$ cat config.mk
export PLATFORM = sky130hd
export DESIGN_NAME = piso_reader
export DESIGN_NICKNAME = d
export VERILOG_FILES = /design/src/rtl/piso_reader.sv
export SDC_FILE = /design/constraint.sdc
export NUM_CORES = 1
export LEC_CHECK = 0
export CORE_MARGIN = 5
export CORE_UTILIZATION = 52
export DETAILED_ROUTE_END_ITERATION = 8
export PLACE_DENSITY = 0.9
export SLEW_MARGIN = 20
export SYNTH_ARGS = -nofsm -noshare
export SYNTH_HDL_FRONTEND = slang
export SYNTH_SLANG_ARGS = --single-unit
$ cat constraint.sdc
create_clock -name ck -period 2.3 [get_ports ck]
set_clock_uncertainty 0.05 [all_clocks]
set_input_delay 0.46 -clock ck [delete_from_list [all_inputs] [get_ports ck]]
set_output_delay 0.46 -clock ck [all_outputs]
set_load 0.05 [all_outputs]
$ cat src/rtl/piso_reader.sv
// Parallel-in/serial-out reader: loads a WIDTH-bit word, shifts it out one bit per cycle
// in a selectable bit order, then idles GAP cycles. Define PISO_READER_PARITY_EN to append even parity.
module piso_reader #(
  parameter int WIDTH = 16,
  parameter int GAP   = 1
) (
  input  logic             ck,
  input  logic             rst,
  input  logic             ld_valid,
  output logic             ld_ready,
  input  logic [WIDTH-1:0] ld_data,
  input  logic             msb_first,
  input  logic             flush,
  output logic             q,
  output logic             q_valid,
  output logic             q_last
);

`ifdef PISO_READER_PARITY_EN
  localparam int FRAME = WIDTH + 1;
`else
  localparam int FRAME = WIDTH;
`endif
  localparam int                CNT_W   = $clog2(FRAME + 1);
  localparam logic [CNT_W-1:0]  FRAME_C = CNT_W'(FRAME);
  localparam logic [CNT_W-1:0]  CNT_ONE = CNT_W'(1);
  localparam logic [3:0]        GAP_C   = 4'(GAP);

  typedef enum logic [1:0] {
    IDLE  = 2'd0,
    SHIFT = 2'd1,
    GAPW  = 2'd2
  } state_t;

  state_t           state_q, state_d;
  logic [WIDTH-1:0] shreg_q, shreg_d;
  logic             msb_q, msb_d;
  logic [CNT_W-1:0] bitcnt_q, bitcnt_d;
  logic [3:0]       gapcnt_q, gapcnt_d;
  logic             q_q, q_d;
  logic             q_valid_q, q_valid_d;
  logic             q_last_q, q_last_d;
`ifdef PISO_READER_PARITY_EN
  logic             parity_q, parity_d;
`endif

  assign ld_ready = (state_q == IDLE) && !rst;
  assign q        = q_q;
  assign q_valid  = q_valid_q;
  assign q_last   = q_last_q;

  // bitcnt_q holds the number of frame bits still to present, including the current one.
  always_comb begin
    state_d  = state_q;
    shreg_d  = shreg_q;
    msb_d    = msb_q;
    bitcnt_d = bitcnt_q;
    gapcnt_d = gapcnt_q;
`ifdef PISO_READER_PARITY_EN
    parity_d = parity_q;
`endif
    case (state_q)
      IDLE: begin
        if (ld_valid && ld_ready && !flush) begin
          state_d  = SHIFT;
          shreg_d  = ld_data;
          msb_d    = msb_first;
          bitcnt_d = FRAME_C;
`ifdef PISO_READER_PARITY_EN
          parity_d = ^ld_data;
`endif
        end
      end
      SHIFT: begin
        if (flush) begin
          state_d  = IDLE;
          shreg_d  = '0;
          bitcnt_d = '0;
        end else if (bitcnt_q == CNT_ONE) begin
          shreg_d  = '0;
          bitcnt_d = '0;
          if (GAP > 0) begin
            state_d  = GAPW;
            gapcnt_d = GAP_C;
          end else begin
            state_d  = IDLE;
          end
        end else begin
          bitcnt_d = bitcnt_q - CNT_ONE;
          shreg_d  = msb_q ? {shreg_q[WIDTH-2:0], 1'b0} : {1'b0, shreg_q[WIDTH-1:1]};
        end
      end
      GAPW: begin
        if (flush || (gapcnt_q <= 4'd1)) begin
          state_d  = IDLE;
          gapcnt_d = '0;
        end else begin
          gapcnt_d = gapcnt_q - 4'd1;
        end
      end
      default: begin
        state_d = IDLE;
      end
    endcase
  end

  // Outputs are registered from the next state so the first bit appears one cycle after load.
  always_comb begin
    q_valid_d = (state_d == SHIFT);
    q_last_d  = q_valid_d && (bitcnt_d == CNT_ONE);
    q_d       = 1'b0;
    if (q_valid_d) begin
      q_d = msb_d ? shreg_d[WIDTH-1] : shreg_d[0];
`ifdef PISO_READER_PARITY_EN
      if (bitcnt_d == CNT_ONE) begin
        q_d = parity_d;
      end
`endif
    end
  end

  always_ff @(posedge ck) begin
    if (rst) begin
      state_q   <= IDLE;
      shreg_q   <= '0;
      msb_q     <= 1'b0;
      bitcnt_q  <= '0;
      gapcnt_q  <= '0;
      q_q       <= 1'b0;
      q_valid_q <= 1'b0;
      q_last_q  <= 1'b0;
`ifdef PISO_READER_PARITY_EN
      parity_q  <= 1'b0;
`endif
    end else begin
      state_q   <= state_d;
      shreg_q   <= shreg_d;
      msb_q     <= msb_d;
      bitcnt_q  <= bitcnt_d;
      gapcnt_q  <= gapcnt_d;
      q_q       <= q_d;
      q_valid_q <= q_valid_d;
      q_last_q  <= q_last_d;
`ifdef PISO_READER_PARITY_EN
      parity_q  <= parity_d;
`endif
    end
  end

endmodule

* After elaboration in Yosys (flattened, before gate mapping)
Cells that the tools add are included.
** Operators by class
- Multipliers :: 0
- Multiplexer cells :: 21
- Shift-type cells :: 0
- Add/subtract/negate cells :: 2
- Div/mod/pow operators :: 0
- Reduce and logical (&&, ||, !) cells :: 13
- Bitwise operators :: 1
- Equal/unequal tests :: 8
- $lt $le $gt $ge :: 1
** Operators by type and width (number)
- $mux W16 :: 4
- $pmux W16 S2 :: 1
- $mux W5 :: 3
- $mux W4 :: 3
- $eq A5 B1 Y1 const B :: 2
- $pmux W5 S2 :: 1
- $mux W2 :: 4
- $pmux W4 S2 :: 1
- $pmux W2 S3 :: 1
- $sub A5 B1 Y5 const B :: 1
- $eq A2 B1 Y1 const B :: 2
- $le A4 B1 Y1 const B :: 1
- $logic_and A1 B1 Y1 :: 4
- $ne A2 B2 Y1 const B :: 2
- $reduce_bool A2 Y1 :: 2
- $sub A4 B1 Y4 const B :: 1
- $mux W1 :: 3
- $reduce_and A3 Y1 :: 1
- $eq A2 B2 Y1 const B :: 1
- $logic_not A1 Y1 :: 2
- $logic_not A2 Y1 :: 1
- $ne A2 B1 Y1 const B :: 1
- $reduce_and A2 Y1 :: 1
- $reduce_or A2 Y1 :: 1
- 2 further kinds :: 2
** Word-level totals
- Bits in writable memories :: 0
- Memories :: 0
- Output and inout bits :: 4
- Bits of input ports :: 21
- Word-level logic and storage cells :: 55
- Latch bits :: 0
- Register bits after elaboration :: 31
- Bits in read-only memories :: 0

* Depth between registers and ports, before layout
Gate-level depths: netlist of run 1.
- Depth in word-level cells :: 9
- Mapped depth :: 7
- Depth with buffers taken out :: 7

* Worst setup path after synthesis of run 1
OpenSTA, ideal clock, no wires.
- Kind :: in2reg
- From :: input port rst
- To :: register q_q, in the netlist q
- Arrival time :: 2611 ps
- Required time :: 2170 ps
- Path slack :: -441 ps
- Stages on the path :: 6
- Cell sequence :: nor3_1 and3_1 buf_2 mux2i_1 nor2b_4 a211oi_2
** On the way
- Longest elaborated chain between the ends :: 9
** Ends and longest elaborated chain
- start, declared :: RTL line 8 : input logic rst,
- $logic_not A1 Y1 :: RTL line 47 : assign ld_ready = (state_q == IDLE) && !rst;
- $logic_and A1 B1 Y1 :: RTL line 47
- $logic_and A1 B1 Y1 (2 in series) :: RTL line 64 : if (ld_valid && ld_ready && !flush) begin
- $mux W2 :: RTL line 64
- $pmux W2 S3 :: RTL line 62 : case (state_q)
- $eq A2 B1 Y1 :: RTL line 109 : q_valid_d = (state_d == SHIFT);
- $not A1 Y1 (no source line)
- $reduce_or A2 Y1 (no source line)
- end signal, assigned :: RTL line 141 : q_q <= q_d;
- end, declared :: RTL line 40 : logic q_q, q_d;
Several ways; a longest one is shown, not always the timed one. The select of a mux whose other input is x is not followed.
A chain may end at the register's enable or synchronous reset.

* Worst setup path after layout of run 1
- From :: register q_q, in the netlist q
- To :: output port q
** RTL lines
- end, declared :: RTL line 14 : output logic q,
No word-level cell between the ends.

==> metrics.txt, run 1 <==
Leak approximately 0.77 nW; Crit Path Class reg -> out; Synth Instances 167; sequential power share 54.9%; max-cap check violation count 0; sw frac 27.0%; htree depth 2; fmax 498 MHz; CTS tree built; Clock Path Buffers 2; Post-synth EDFFs 0; Clock Pin Slew Worst Setup and Hold Paths 100 ps; hold slack roughly 480 ps; Resize count post-CTS 0; Die Height 64.6 microns; slowest CP cell clkdlybuf4s50_1; Routed Wire Length 3.68 mm; antenna diode count 0; crit end category output port; Yosys cell types 37; NumNets Final 221; worst r2r src bitcnt_q[0]; r2r setup slk between 300 and 400 ps; Post-DRT Antenna Nets 0; RSZ-0062 raised after global routing no; layout cell share with drive strength beyond 1 15.7%; clk_lat worst skew 340 ps; Hold Crit Start gapcnt_q[1]; Seq cells post-synth 31; post-synth net total 192; row count 19; Slew HR 66.1%; Seq/Total Area, Yosys 40.0%; Area Overhead vs Synth 23.3%; Synth top cells by count dfxtp_1, nor2_1, a222oi_1, inv_1; initial core utilization approximately 55%; Synth area leader dfxtp_1; slowest cell delay on critical path ~810 ps; first-pass GRT wire length 6.40 mm; GRT Util Overall between 10% and 20%; IO Count 25; power density cells 537 nW/um^2; Yosys top cell area share about 40%; Inserted Clock Buffers 5; Tmin final between 2000 and 2500 ps; Most used DFF post-synth dfxtp_1; WHS Path Cells 2; final slew viol count 0; Post-route DRC 0; most frequent cell after synthesis dfxtp_1; Die X 64.6 microns; clock root cell clkbuf_4; postcts setup bufs 0; WL per Instance 16.1 microns; Final Hold Viols 0; antenna violations before repair 0; Final TNS setup 0 ps; period utilization 87.3%; pin count of the biggest net entering global routing 18; worst endpoint data arrival time around 1500 ps; Pint 0.000750 W; ordered list of cells on the worst path clkdlybuf4s50_1; switching pwr 0.000278 W; DP HPWL around 2.7 mm; mapped cell area 1550 sq um; hold path endpoint gapcnt_q[1]; CORE AREA 2810 sq um; status completed; I/O Buffers 24; First-pass DRT Iterations 6; CP delay by family, top buffers and inverters; worst vdd ir 396 uV; number of synthesis warnings 0; vias in the first global route 1418; Worst Path Required approximately 1800 ps; Final setup viols 0; clock power share 30.5%; area of the die 4180 sq um; R2R depth 7; drt initial violations 124; crit-path max FO 1; worst r2r dst q_last; HP Class reg -> reg; Comb power frac 14.5%; worst path bufs/invs 1; Slew @ Worst Pin 501 ps; vias per cell 6.32; average size of a mapped cell 9.30 sq um; grt total ovfl 0; Hold Buf Count CTS 0; ranking of synthesized cells by area dfxtp_1, a222oi_1, nor2_1, mux2_1, mux2_2; # fillers ~230; routed via count 1440; gp weighted congestion 0.833; startpoint types register; Async S/R FF share, synth 0%; Clock Sinks 31
==> cells by family after synthesis <==
group                    Yosys count  share of synthesized area, %
AND/OR/NAND/NOR                   59                          20.3
flip-flops                        31                          40.0
adder cells (fa/ha/maj)            4                          3.22
AO/OA/AOI/OAI                     36                          19.2
multiplexers                      16                          11.4
buffers and inverters             21                          5.88
==> per-layer routing <==
metal | part of all wire, % | track usage, % | wire (microns)
met3 | 6.3 | 6.91 | 233
met1 | 43 | 23.7 | 1590
met2 | 48 | 30.2 | 1780
met5 | 0 | 0 | 0
met4 | 2.1 | 11.1 | 78
==> registers in the layout (all words and copies together) (netlist names) <==
name / count
state_q: 2
q_last: 1
bitcnt_q: 5
gapcnt_q: 4
q_valid: 1
shreg_q: 16
msb_q: 1
q: 1
==> layout make-up <==
cell class | count | area [sq um] | share of cell area, %
inverters | 9 | 33.8 | 1.76
multi-input cells | 115 | 846 | 44.2
repair buffers | 34 | 325 | 17.0
clock buffers | 7 | 45.0 | 2.35
flip-flops and latches | 31 | 621 | 32.4
well taps | 31 | 38.8 | 2.03
clock inverters | 1 | 5.00 | 0.261
==> power by group through the flow <==
stage               clock [W]  sequential (W)  combinational [W]
finish               0.000314        0.000564           0.000149
detailed placement          0        0.000576           0.000148
CTS                  0.000320        0.000564           0.000149
global route         0.000360        0.000566           0.000161
floorplan                   0        0.000576          0.0000800
global placement            0        0.000575           0.000142
==> stage by stage <==
step	total power [W]	cells	worst slack [ps]	util, %	instance area, sq um
after global routing	0.00109	228	221	68.2	1910
after detailed placement	0.000725	220	11.7	66.5	1860
after floorplan	0.000656	167	41.3	-	1560
final	0.00103	228	292	68.2	1910
after global placement	0.000718	220	62.5	66.5	1860
after CTS	0.00103	228	268	68.2	1910
==> cells in the final DEF, fill, tap and decap left out, types with 3 or more instances in the layout <==
cell type / instances
mux2_1: 8
dfxtp_1: 31
a222oi_1: 14
clkbuf_4: 5
a21oi_1: 8
ha_1: 4
nor2_1: 30
nand2_1: 7
nor3b_1: 3
mux2_2: 6
clkdlybuf4s50_1: 23
nor3_1: 6
inv_1: 9
buf_4: 10
==> worst max path at each step <==
stage                startpoint     endpoint  slack [ps]  depth (start not counted)
finish                        q            q         290                          1
global route        bitcnt_q[1]  shreg_q[11]         220                          7
CTS                           q            q         270                          1
detailed placement        flush            q          10                          6
global placement          flush            q          60                          6
floorplan                   rst            q          40                          6
Note: power is estimated with default switching activity, not from simulation.
==> run 2, diff against run 1 <==
==> constraint.sdc (replaced) <==
create_clock -name ck -period 2.25 [get_ports ck]
set_clock_uncertainty 0.05 [all_clocks]
set_input_delay 0.45 -clock ck [delete_from_list [all_inputs] [get_ports ck]]
set_output_delay 0.45 -clock ck [all_outputs]
set_load 0.05 [all_outputs]
==> run 2 against run 1 <==
Net effect: sequential power rose by 2%; cell count rose by 0.88%; clock power decreased by 4%; die area unchanged; register-to-register slack worse by 30 ps; routed wire length is 1.8% higher; first-iteration DRC count is 7.3% lower; clock-buffer cell count unchanged; worst setup slack got worse by 26 ps.
==> metrics.txt, run 2 (synthesis results as in run 1) <==
status completed (unchanged); GRT Util Overall 18.9% (was 19.6%); HP Class reg -> reg (unchanged); leading cell types in the layout, fill and taps excluded dfxtp_1, nor2_1, clkdlybuf4s50_1 (unchanged); worst endpoint data arrival time 1480 ps (was 1500 ps); power density cells 537 nW/um^2 (about the same); sw frac 25.8% (was 27.0%); CP endpoint q (unchanged); CP delay by family, top buffers and inverters (unchanged); clock power share 29.3% (was 30.5%); Post-route DRC 0 (unchanged); ordered list of cells on the worst path clkdlybuf4s50_1 (unchanged); vias in the first global route 1392 (was 1418); worst r2r dst shreg_q[3] (was q_last); htree depth 2 (unchanged); I/O Buffers 24 (unchanged); Largest regs shreg_q x16, bitcnt_q x5, gapcnt_q x4 (unchanged); CP startpoint q (unchanged); fin util 68.8% (was 68.2%); Clock Pin Slew Worst Setup and Hold Paths 100 ps (about the same); Final setup viols 0 (unchanged); Leak 0.774 nW (was 0.767 nW); DP HPWL 2.82 mm (was 2.72 mm); first-pass GRT wire length 6.29 mm (was 6.40 mm); Worst Path Required 1750 ps (was 1790 ps); antenna violations before repair 0 (unchanged); clock root cell clkbuf_4 (unchanged); Slew HR 63.6% (was 66.1%); worst path bufs/invs 1 (unchanged); R2R depth 7 (unchanged); grt total ovfl 0 (unchanged); Reg with most FFs shreg_q (unchanged); clk_lat worst skew 330 ps (was 340 ps); sequential standard cell area 621 sq um (unchanged); pin count of the biggest net entering global routing 18 (unchanged); worst vdd ir 452 uV (was 396 uV); Routed Wire Length 3.75 mm (was 3.68 mm); Crit Path Class reg -> out (unchanged); worst r2r src bitcnt_q[1] (was bitcnt_q[0]); Resize count post-CTS 0 (unchanged); multi-input logic area 846 sq um (unchanged); Final Hold Viols 0 (unchanged); sequential power share 55.7% (was 54.9%); Inserted Clock Buffers 5 (unchanged); CP Depth 1 (unchanged); Final TNS setup 0 ps (unchanged); Tmin final 1980 ps; NumNets Final 223 (was 221); First-pass DRT Iterations 7 (was 6); Final Cell Area 1930 sq um (was 1910 sq um); RSZ-0062 raised after global routing no (unchanged); slowest CP cell clkdlybuf4s50_1 (unchanged); met2 GRT Util 33.1% (was 30.2%); Die X 64.6 microns (unchanged); drt initial violations 115 (was 124); fmax between 500 and 600 MHz; crit end category output port (unchanged); Clock Path Buffers 2 (unchanged); area of the die 4180 sq um (unchanged); IO Count 25 (unchanged); Pint 0.000768 W (was 0.000750 W); Most Crowded Layer GR met2 (unchanged); met3 Use GR 6.22% (was 6.91%); most common cell after layout, fill and taps aside dfxtp_1 (unchanged); vias per cell 6.24 (was 6.32); routed via count 1436 (was 1440); Die Height 64.6 microns (unchanged); crit-path max FO 1 (unchanged); slowest cell delay on critical path 810 ps (about the same); WL per Instance 16.3 microns (was 16.1 microns); Area Overhead vs Synth 24.3% (was 23.3%); Post-Place Cells 222 (was 220); antenna diode count 0 (unchanged); Area after DPL 1880 sq um (was 1860 sq um); final slew viol count 0 (unchanged); switching pwr 0.000267 W (was 0.000278 W); hold slack 473 ps (was 482 ps); max reg flops 16 (unchanged); row count 19 (unchanged); CTS tree built (unchanged); Hold Buf Count CTS 0 (unchanged); period utilization 88.2%; Comb power frac 15.0% (was 14.5%); Finished Layout Cells 230 (was 228); Post-DRT Antenna Nets 0 (unchanged); CORE AREA 2810 sq um (unchanged); layout cell share with drive strength beyond 1 16.6% (was 15.7%); gp weighted congestion 0.817 (was 0.833); r2r setup slk 340 ps (was 370 ps); Clock Sinks 31 (unchanged); max-cap check violation count 0 (unchanged); initial core utilization 55.4% (unchanged); GRT met1 Usage 22.2% (was 23.7%); Slew @ Worst Pin 538 ps (was 501 ps); startpoint types register (unchanged); postcts setup bufs 0 (unchanged); # fillers 212 (was 233)
[run 2: cell count changes in the layout (fill, tap and decap cells not counted), sizes merged]
cell | before | now
buf | 11 | 13
[run 2: power groups by stage]
stage               Clock (W)  Sequential [W]  Combinational (W)
detailed placement          0        0.000589           0.000154
finish               0.000303        0.000577           0.000155
floorplan                   0        0.000589          0.0000818
global route         0.000338        0.000579           0.000167
CTS                  0.000308        0.000576           0.000155
global placement            0        0.000588           0.000147
[run 2: metal layers]
layer  vias to the layer above  wire (microns)
met3                         6             154
met5                         -               0
met4                         0              44
met1                       700            1620
met2                        44            1930
li1                        686               -
[run 2: worst min path at each step]
stage / start / to / slack (ps) / cells after the start
after floorplan: gapcnt_q[1] / gapcnt_q[1] / 430 / 2
after global placement: gapcnt_q[1] / gapcnt_q[1] / 450 / 2
after detailed placement: bitcnt_q[0] / bitcnt_q[0] / 460 / 2
after CTS: bitcnt_q[0] / bitcnt_q[0] / 470 / 2
after global routing: gapcnt_q[1] / gapcnt_q[1] / 510 / 2
final: bitcnt_q[0] / bitcnt_q[0] / 470 / 2
[run 2: cell type report]
class | count | share of cell area (%)
clock buffer | 7 | 2.33
clock inverter | 1 | 0.259
inverter | 9 | 1.75
multi-input combinational | 115 | 43.8
sequential | 31 | 32.2
tap | 31 | 2.01
timing repair buffer | 36 | 17.6
[run 2: stage by stage]
stage	worst slack, ps	total power (W)
floorplan	1.33	0.000671
global placement	45.1	0.000735
detailed placement	-13.4	0.000743
CTS	249	0.00104
global route	212	0.00108
finish	266	0.00104
==> run 3, diff against run 2 <==
--- a/config.mk
+++ b/config.mk
@@ -6,9 +6,9 @@
 export NUM_CORES = 1
 export LEC_CHECK = 0
 export CORE_MARGIN = 5
-export CORE_UTILIZATION = 52
+export CORE_UTILIZATION = 45
 export DETAILED_ROUTE_END_ITERATION = 8
-export PLACE_DENSITY = 0.9
+export PLACE_DENSITY = 0.81
 export SLEW_MARGIN = 20
 export SYNTH_ARGS = -nofsm -noshare
 export SYNTH_HDL_FRONTEND = slang
==> run 3 against run 2 <==
Net effect: first-iteration DRC count grew 64%; largest cell class unchanged; utilization shrank 11 points; critical path type unchanged; highest routed layer unchanged; register-to-register slack worse by 30 ps.
==> metrics.txt, run 3 (synthesis results as in run 1) <==
Clock Pin Slew Worst Setup and Hold Paths 90 ps (was 100 ps); gp weighted congestion 0.826 (was 0.817); worst endpoint data arrival time 1480 ps (about the same); First-pass DRT Iterations 6 (was 7); r2r setup slk 310 ps (was 340 ps); Slew @ Worst Pin 529 ps (was 538 ps); Final TNS setup 0 ps (unchanged); clk_lat worst skew 340 ps (was 330 ps); CTS tree built (unchanged); RSZ-0062 raised after global routing no (unchanged); fmax 506 MHz (was 504 MHz); slowest cell delay on critical path 800 ps (was 810 ps); Slew HR 64.2% (was 63.6%); drt initial violations 189 (was 115); Hold Buf Count CTS 0 (unchanged); clock root cell clkbuf_4 (unchanged); Hold Crit Start gapcnt_q[1] (was bitcnt_q[0]); area of the die 4730 sq um (was 4180 sq um); first-pass GRT wire length 5.94 mm (was 6.29 mm); crit end category output port (unchanged); max-cap check violation count 0 (unchanged); worst r2r src bitcnt_q[0] (was bitcnt_q[1]); R2R depth 6 (was 7); pin count of the biggest net entering global routing 21 (was 18); Leak 0.770 nW (was 0.774 nW); Final Hold Viols 0 (unchanged); Die Height 68.7 microns (was 64.6 microns); crit-path max FO 1 (unchanged); worst r2r dst shreg_q[9] (was shreg_q[3]); # fillers 314 (was 212); Finished Layout Cells 242 (was 230); initial core utilization 46.5% (was 55.4%); CORE AREA 3340 sq um (was 2810 sq um); Worst Path Required 1750 ps (about the same); CP delay by family, top buffers and inverters (unchanged); GRT Util Overall 16.9% (was 18.9%); most common cell after layout, fill and taps aside dfxtp_1 (unchanged); period utilization 87.8% (was 88.2%); antenna diode count 0 (unchanged); NumNets Final 221 (was 223); Final WS setup 274 ps (was 266 ps); Die X 68.7 microns (was 64.6 microns); vias in the first global route 1340 (was 1392); postcts setup bufs 0 (unchanged); Crit Path Class reg -> out (unchanged); Clock Path Buffers 2 (unchanged); status completed (unchanged); ordered list of cells on the worst path clkdlybuf4s50_1 (unchanged); final slew viol count 0 (unchanged); startpoint types register (unchanged); Post-Place Cells 235 (was 222); WL per Instance 15.4 microns (was 16.3 microns); Largest regs shreg_q x16, bitcnt_q x5, gapcnt_q x4 (unchanged); row count 21 (was 19); layout cell share with drive strength beyond 1 16.3% (was 16.6%); Clock Sinks 31 (unchanged); hold path endpoint gapcnt_q[1] (was bitcnt_q[0]); routed via count 1391 (was 1436); Reg with most FFs shreg_q (unchanged); WHS Path Cells 2 (unchanged); antenna violations before repair 0 (unchanged); Resize count post-CTS 0 (unchanged); IO Count 25 (unchanged); Post-route DRC 0 (unchanged); max reg flops 16 (unchanged); DP HPWL 2.73 mm (was 2.82 mm); vias per cell 5.75 (was 6.24); I/O Buffers 24 (unchanged); Post-DRT Antenna Nets 0 (unchanged); leading cell types in the layout, fill and taps excluded dfxtp_1, nor2_1, clkdlybuf4s50_1 (unchanged); HP Class reg -> reg (unchanged); Routed Wire Length 3.73 mm (was 3.75 mm); Final setup viols 0 (unchanged); htree depth 2 (unchanged); worst vdd ir 324 uV (was 452 uV); pre-CTS setup slack -6.96 ps (was -13.4 ps); power density cells 544 nW/um^2 (was 537 nW/um^2); Area Overhead vs Synth 24.9% (was 24.3%); Inserted Clock Buffers 5 (unchanged); Tmin final 1980 ps (about the same); worst path bufs/invs 1 (unchanged); slowest CP cell clkdlybuf4s50_1 (unchanged); fin util 58.1% (was 68.8%); grt total ovfl 0 (unchanged)
==> run 3: changes by cell type in the layout (fill, tap and decap cells not counted), sizes merged <==
cell    change
buf         -2
clkbuf      -1
==> run 3: layout make-up <==
| class | instances | area [sq um] | share of cell area [%] |
|---|---|---|---|
| clock inverter | 1 | 5.00 | 0.258 |
| tap | 46 | 57.6 | 2.97 |
| timing repair buffer | 34 | 325 | 16.8 |
| multi-input combinational | 115 | 846 | 43.6 |
| inverter | 9 | 33.8 | 1.74 |
| sequential | 31 | 621 | 32.0 |
| clock buffer | 6 | 51.3 | 2.65 |
==> run 3: power by group <==
| part | switching [W] | total [W] | internal [W] |
|---|---|---|---|
| clock network | 0.000183 | 0.000327 | 0.000144 |
| logic | 0.0000704 | 0.000151 | 0.0000807 |
| registers | 0.0000139 | 0.000577 | 0.000563 |
| total | 0.000267 | 0.00106 | 0.000789 |
==> run 3: metal layers <==
| layer | vias to the layer above | track usage (%) | routed length (microns) |
|---|---|---|---|
| met4 | 0 | 9.25 | 108 |
| met1 | 659 | 19.9 | 1630 |
| met2 | 48 | 27.2 | 1840 |
| met3 | 10 | 5.35 | 155 |
| li1 | 674 | - | - |
| met5 | - | 0 | 0 |
==> run 3: worst max-delay path by stage <==
stage | start | endpoint | slack (ps) | cells after the start
floorplan | rst | q | 1 | 6
global placement | flush | q | 30 | 6
detailed placement | flush | q | -7 | 6
CTS | q_last | q_last | 250 | 1
global route | bitcnt_q[0] | q_last | 220 | 7
finish | q_last | q_last | 270 | 1
==> run 3: per-stage QoR <==
step                hold WS (ps)  total power (W)  area, sq um
floorplan                    428         0.000671         1560
global placement             455         0.000733         1880
detailed placement           460         0.000739         1880
CTS                          483          0.00107         1940
global route                 519          0.00111         1940
finish                       482          0.00106         1940
